===== config.mk =====
export PLATFORM = sky130hd
export DESIGN_NAME = uart_receiver
export DESIGN_NICKNAME = d
export VERILOG_FILES = /design/src/rtl/uart_receiver.sv
export SDC_FILE = /design/constraint.sdc
export NUM_CORES = 1
export LEC_CHECK = 0
export ABC_AREA = 1
export CORE_ASPECT_RATIO = 2
export CORE_MARGIN = 10
export CORE_UTILIZATION = 35
export CTS_CLUSTER_DIAMETER = 100
export DETAILED_ROUTE_END_ITERATION = 16
export SYNTH_ARGS = -nofsm -noshare
export SYNTH_HDL_FRONTEND = slang
export SYNTH_SLANG_ARGS = --single-unit

===== constraint.sdc =====
create_clock -name sysclk -period 3.9 [get_ports sysclk]
set_clock_uncertainty 0.05 [all_clocks]
set_input_delay 0.975 -clock sysclk [delete_from_list [all_inputs] [get_ports sysclk]]
set_output_delay 0.975 -clock sysclk [all_outputs]
set_load 0.01 [all_outputs]

===== src/rtl/uart_receiver.sv =====
// ---------------------------------------------------------------------------
// uart_receiver
//
// Serial-to-parallel UART receiver for 8N1 frames, LSB first. The RX line is
// synchronised and oversampled. The receiver finds the falling edge of a
// start bit, confirms the start bit at its middle, then samples every data
// bit and the stop bit at mid-bit. A good frame updates RX_DATA with a
// one-cycle rx_valid pulse. A low stop bit produces a one-cycle frame_error
// pulse instead.
//
// Ports:
//   sysclk      - system clock; all logic runs on its rising edge
//   reset       - synchronous, active-high reset
//   enable      - receiver enable; when low the receiver is held in IDLE
//   UART_RX     - asynchronous serial input; the line idles high
//   RX_DATA     - last correctly framed byte; held until the next good frame
//   rx_valid    - one-cycle pulse when RX_DATA updates
//   frame_error - one-cycle pulse when the stop bit is sampled low
//   busy        - registered; high in every state except IDLE
// ---------------------------------------------------------------------------
module uart_receiver #(
    parameter int CLK_FREQ   = 100000000,
    parameter int BAUD       = 9600,
    parameter int OVERSAMPLE = 16
) (
    input  logic       sysclk,
    input  logic       reset,
    input  logic       enable,
    input  logic       UART_RX,
    output logic [7:0] RX_DATA,
    output logic       rx_valid,
    output logic       frame_error,
    output logic       busy
);

    localparam int DIV    = CLK_FREQ / (BAUD * OVERSAMPLE);
    localparam int DIV_W  = (DIV > 1) ? $clog2(DIV) : 1;
    localparam int TICK_W = $clog2(OVERSAMPLE);

    localparam logic [DIV_W-1:0]  DIV_MAX   = DIV_W'(DIV - 1);
    localparam logic [TICK_W-1:0] HALF_MAX  = TICK_W'(OVERSAMPLE / 2 - 1);
    localparam logic [TICK_W-1:0] FULL_MAX  = TICK_W'(OVERSAMPLE - 1);

    typedef enum logic [2:0] {
        IDLE,
        START,
        DATA,
        STOP,
        WAIT_HIGH
    } state_t;

    state_t state;
    state_t state_next;

    logic              rx_meta;
    logic              rx_s;
    logic [DIV_W-1:0]  div_cnt;
    logic [DIV_W-1:0]  div_next;
    logic              tick;
    logic [TICK_W-1:0] tick_cnt;
    logic [TICK_W-1:0] tick_next;
    logic [2:0]        bit_cnt;
    logic [2:0]        bit_next;
    logic [7:0]        shift_reg;
    logic [7:0]        shift_next;
    logic [7:0]        data_next;
    logic              valid_next;
    logic              ferr_next;

    // Two-flop synchroniser. It resets to the idle (high) line level so that
    // leaving reset never looks like a start bit.
    always_ff @(posedge sysclk) begin
        if (reset) begin
            rx_meta <= 1'b1;
            rx_s    <= 1'b1;
        end else begin
            rx_meta <= UART_RX;
            rx_s    <= rx_meta;
        end
    end

    // The tick divider only runs outside IDLE. It is held at zero in IDLE, so
    // the bit timing is phase-aligned to the detected start edge.
    assign tick = (state != IDLE) && (div_cnt == DIV_MAX);

    always_comb begin
        if (state == IDLE || state_next == IDLE || tick) begin
            div_next = '0;
        end else begin
            div_next = div_cnt + 1'b1;
        end
    end

    // Next-state logic. In START, the decision is taken on the half-bit tick.
    // In DATA and STOP, decisions are taken on every full-bit tick. Because
    // STOP ends at mid-stop-bit, a back-to-back start edge is seen in time.
    always_comb begin
        state_next = state;
        tick_next  = tick_cnt;
        bit_next   = bit_cnt;
        shift_next = shift_reg;
        data_next  = RX_DATA;
        valid_next = 1'b0;
        ferr_next  = 1'b0;

        if (!enable) begin
            state_next = IDLE;
            tick_next  = '0;
            bit_next   = '0;
        end else begin
            case (state)
                IDLE: begin
                    if (!rx_s) begin
                        state_next = START;
                        tick_next  = '0;
                        bit_next   = '0;
                    end
                end

                START: begin
                    if (tick) begin
                        if (tick_cnt == HALF_MAX) begin
                            tick_next = '0;
                            bit_next  = '0;
                            // A line that is already high again was a glitch.
                            if (!rx_s) begin
                                state_next = DATA;
                            end else begin
                                state_next = IDLE;
                            end
                        end else begin
                            tick_next = tick_cnt + 1'b1;
                        end
                    end
                end

                DATA: begin
                    if (tick) begin
                        if (tick_cnt == FULL_MAX) begin
                            tick_next  = '0;
                            shift_next = {rx_s, shift_reg[7:1]};
                            if (bit_cnt == 3'd7) begin
                                state_next = STOP;
                            end else begin
                                bit_next = bit_cnt + 1'b1;
                            end
                        end else begin
                            tick_next = tick_cnt + 1'b1;
                        end
                    end
                end

                STOP: begin
                    if (tick) begin
                        if (tick_cnt == FULL_MAX) begin
                            tick_next = '0;
                            if (rx_s) begin
                                data_next  = shift_reg;
                                valid_next = 1'b1;
                                state_next = IDLE;
                            end else begin
                                ferr_next  = 1'b1;
                                state_next = WAIT_HIGH;
                            end
                        end else begin
                            tick_next = tick_cnt + 1'b1;
                        end
                    end
                end

                // A break condition holds the line low; wait for it to recover
                // so that the receiver does not re-trigger on it.
                WAIT_HIGH: begin
                    if (rx_s) begin
                        state_next = IDLE;
                    end
                end

                default: begin
                    state_next = IDLE;
                end
            endcase
        end
    end

    // State and output registers. busy is registered from the next state so
    // that it lines up with the state register.
    always_ff @(posedge sysclk) begin
        if (reset) begin
            state       <= IDLE;
            div_cnt     <= '0;
            tick_cnt    <= '0;
            bit_cnt     <= '0;
            shift_reg   <= '0;
            RX_DATA     <= '0;
            rx_valid    <= 1'b0;
            frame_error <= 1'b0;
            busy        <= 1'b0;
        end else begin
            state       <= state_next;
            div_cnt     <= div_next;
            tick_cnt    <= tick_next;
            bit_cnt     <= bit_next;
            shift_reg   <= shift_next;
            RX_DATA     <= data_next;
            rx_valid    <= valid_next;
            frame_error <= ferr_next;
            busy        <= (state_next != IDLE);
        end
    end

endmodule


==> Yosys cells after proc, flatten, opt, wreduce, memory -nomap -nowiden <==
Cells that the tools add are included.
{ "classes": {"add_sub_neg": 3, "n_eq_ne": 15, "mux": 28, "bitwise_logic": 4, "reduce_logical": 17} }
{ "op_table": {"columns": ["cell", "n"], "rows": [
  ["2-to-1 mux 3 bit", 17],
  ["2-to-1 mux 4 bit", 5],
  ["case mux 3 bit (5 select lines)", 1],
  ["!= test 2 bit (second input constant)", 6],
  ["case mux 4 bit (3 select lines)", 1],
  ["nonzero test 3 bit", 4],
  ["adder 10 x 1 -> 10 bit (second input constant)", 1],
  ["equality test 10 bit (second input constant)", 1],
  ["case mux 3 bit (3 select lines)", 1],
  ["AND reduction 4 bit", 2],
  ["AND reduction 7 bit", 1],
  ["equality test 3 x 2 -> 1 bit (second input constant)", 2],
  ["equality test 3 bit (second input constant)", 2],
  ["zero test 3 bit", 2],
  ["OR reduction 2 bit", 3],
  ["AND reduction 5 bit", 1],
  ["OR reduction 5 bit", 1],
  ["adder 4 x 1 -> 4 bit (second input constant)", 1],
  ["equality test 4 x 3 -> 1 bit (second input constant)", 1],
  ["equality test 4 bit (second input constant)", 1],
  ["NOT 1 bit", 4],
  ["adder 3 x 1 -> 3 bit (second input constant)", 1],
  ["equality test 3 x 1 -> 1 bit (second input constant)", 1],
  ["logical OR 1 bit", 2],
  ["other kinds (4)", 5]
]} }
{ "word_totals": {"ff_bits": 41, "word_cells": 78} }

==> Logic depth before layout (Yosys ltp) <==
{ "logic_depth": {"ltp_word": 10, "mapped_depth": 12, "mapped_depth_nobuf": 12} }

==> Worst setup path after synthesis <==
Ideal clock, no wire load.
{ "synth_path": {"kind": "input -> register", "from": "input enable", "to": "register div_cnt[0]", "setup_ps": 64, "arrival_ps": 1810, "required_ps": 3786, "setup_slack_ps": 1977, "path_stages": 8, "path_buffers": 0, "path_cell_list": "inv_1 > nor2_1 > inv_1 > nor3_1 > nand2_1 > nand3_2 > nand2_4 > nor2_2"} }
{ "synth_via": {"elab_chain_len": 5} }
{ "synth_lines": {"columns": ["element", "line_no", "source"], "rows": [
  ["from (decl)", "28", "input logic enable,"],
  ["2-to-1 mux 3 bit", "106", "if (!enable) begin"],
  ["zero test 3 bit", "87", "if (state == IDLE || state_next == IDLE || tick) begin"],
  ["logical OR 1 bit (2 in a row)", "87", null],
  ["OR reduction 2 bit (no source line)", null, null],
  ["to (signal assigned)", "201", "div_cnt <= div_next;"],
  ["to (decl)", "57", "logic [DIV_W-1:0] div_cnt;"]
]} }
No other way between the ends.
A chain may end at the register's enable or synchronous reset.

==> Final worst setup path <==
{ "layout_path": {"from": "input enable", "to": "register div_cnt[2]"} }
The elaborated chain is that of the path after synthesis.

==> out/metrics.cfg <==
[worst_hold_path]
hold_class = reg2reg
min_to = rx_s
hold_start = rx_meta
hold_depth = 1

[die]
die_w_um = 72.1
io_pins = 15
design.die.area_um2 = 8950
rows = 37
fp.dieH_um = 124
initial_core_util_pct = 36.6
core_um2 = 5180

[cts]
ctsHoldBuffers = 0
cts_resized = 0
cts_buffers = 5
cts_setup_buffers = 0
clk_pin_slew_worst_paths_ns = 0.08
clk_latency_ns = 0.29
cts_root_buf = clkbuf_8
cts-htree-levels = 2
clock_path_buffers = 2
cts_tree = done
cts.sinks = 41

[synth]
yosys-top-cells-count = dfxtp_1, inv_1, nor2_1
synth_top_cell_by_area = dfxtp_1
synth_nets = 248
syn-cell-area_um2 = 1900
synth_cell_types = 29
ys_warn_count = 0
async_flop_share_pct = 0
ys.flop_type = dfxtp_1
yosys-top-cells-area = dfxtp_1, inv_1, nor2_1
ys_ff_latch = 41
synth_cells = 239
synth_edf_count = 0
synth_seq_area_share_pct = 43.2
synth_top_area_share_pct = 43.2
yosysMostFrequentCell = dfxtp_1
syn_avg_cell_area_um2 = 7.94

[setup_path]
reg2reg_to = RX_DATA[5]
cp-end-kind = register
critPathMaxFanout = 10
slowest_delay_ns = 0.50
worst_path_max_delay_cell = clkdlybuf4s50_1
worst-r2r-setup-slack_ns = 1.98
critPathLaunchType = primary input
required_ns = 4.08
timing.rr.start = div_cnt[0]
worstRegToRegCells = 9
setup.worst_path.class = in2reg
crit_top_cell = inv_1
cp.arrival_ns = 2.51
crit_chain = clkdlybuf4s50_1, inv_1, nor2_1, inv_1, nor3_1, nand2_1, nand3_2, nand2_4, nor2_2

[routing]
vias_per_cell = 4.84
dr.first_iter.drc_count = 69
wl_per_cell_um = 12.3
vias = 1534
drt_pass1_iterations = 4
drc = 0
wl_um = 3890
antenna_left = 0

[sta]
rsz0062_at_grt = false
setup_viol = 0
slew_viol_final = 0
relSlewSlack_pct = 73.8
finalHoldViolations = 0
period_needed_ns = 2.33
timing.setup.tns_ns = 0
fmax_mhz = 430
worstMarginPinSlew_ns = 0.391
final.period_utilization_pct = 59.6

[global_routing]
grt_first_pass_wirelength_um = 6490
overflow = 0
grt_pass1_vias = 1465
antenna_found_initial = 0
grt.total_usage_pct = 9.01
grt_max_degree = 18

[layout]
largest_register_ffs = 10
n_fill_cell = 566
diodes = 0
layout-drive-gt1-share_pct = 16.2
final_cells = 317
area_growth_pct = 15.3
fin_nets = 267

[run]
maxCapViolations = 0

[pwr]
leakagePower_nw = 0.841
power_density_nw_per_um2 = 330
ir_worst_vdd_uv = 262

[outcome]
status = completed

[placed_design]
place_inst = 309
dp_hpwl_um = 3040
gp_congestion = 0.810
io_buffers = 14

-- metal layers --
metal,vias up,track usage [%],share of wire [%]
li1,810,-,-
met1,707,8.30,39
met2,11,17.3,56
met3,6,2.23,2.6
met4,0,4.74,2.1
met5,-,0,0
-- worst max path at each step --
stage               startpoint          to
finish                  enable  div_cnt[2]
detailed placement      enable  div_cnt[3]
global placement        enable  div_cnt[2]
floorplan               enable  div_cnt[0]
CTS                     enable  div_cnt[3]
global route            enable  div_cnt[2]
-- where the power goes --
group / internal (mW) / total (mW) / switching (mW)
clock network: 0.124 / 0.271 / 0.147
registers: 0.421 / 0.423 / 0.00216
logic: 0.0107 / 0.0287 / 0.0180
-- logic make-up after synthesis --
group           after synthesis  synth area share [%]
compound gates               41                  12.1
xor+xnor                     10                  4.61
fa+ha+maj                     5                  3.30
buf+inv                      37                  7.38
flops                        41                  43.2
simple gates                105                  29.4
-- cell usage in the layout (no fill, tap or decap), drive strengths merged --
master and n:
nor3 7, o21ai 21, dfxtp 41, nor2 46, or2 2, nand4 6
clkinv 2, a22oi 1, o31ai 1, inv 35, clkdlybuf4s50 14, nand3b 2
nand3 15, nand2 27, ha 5, clkinvlp 1, a31oi 1, a21oi 17
xor2 8, xnor2 2, clkbuf 5
-- final cells by class --
cell class	count	area [um^2]	area share, %
Timing Repair Buffer	14	140	6.40
Clock buffer	5	68.8	3.14
Tap cell	58	72.6	3.32
Multi-Input combinational cell	161	937	42.8
Inverter	35	131	6.00
Sequential cell	41	821	37.5
Clock inverter	3	17.5	0.800
-- per-stage QoR --
step	total power, mW	util [%]	hold slack, ns	cell area, um^2	setup slack, ns
2_1_floorplan	0.452	-	0.339	1900	1.98
4_1_cts	0.736	42.2	0.378	2190	1.54
5_1_grt	0.750	42.2	0.403	2190	1.42
6_report	0.722	42.2	0.374	2190	1.57
3_3_place_gp	0.462	40.5	0.350	2100	1.31
3_5_place_dp	0.462	40.5	0.356	2100	1.25
-- worst max-delay path: cells and delay by family --
family / cells / cell delay (ns)
AND/OR/NAND/NOR: 6 / 0.78
buffers and inverters: 3 / 0.75
Power figures use the tool's default switching activity.
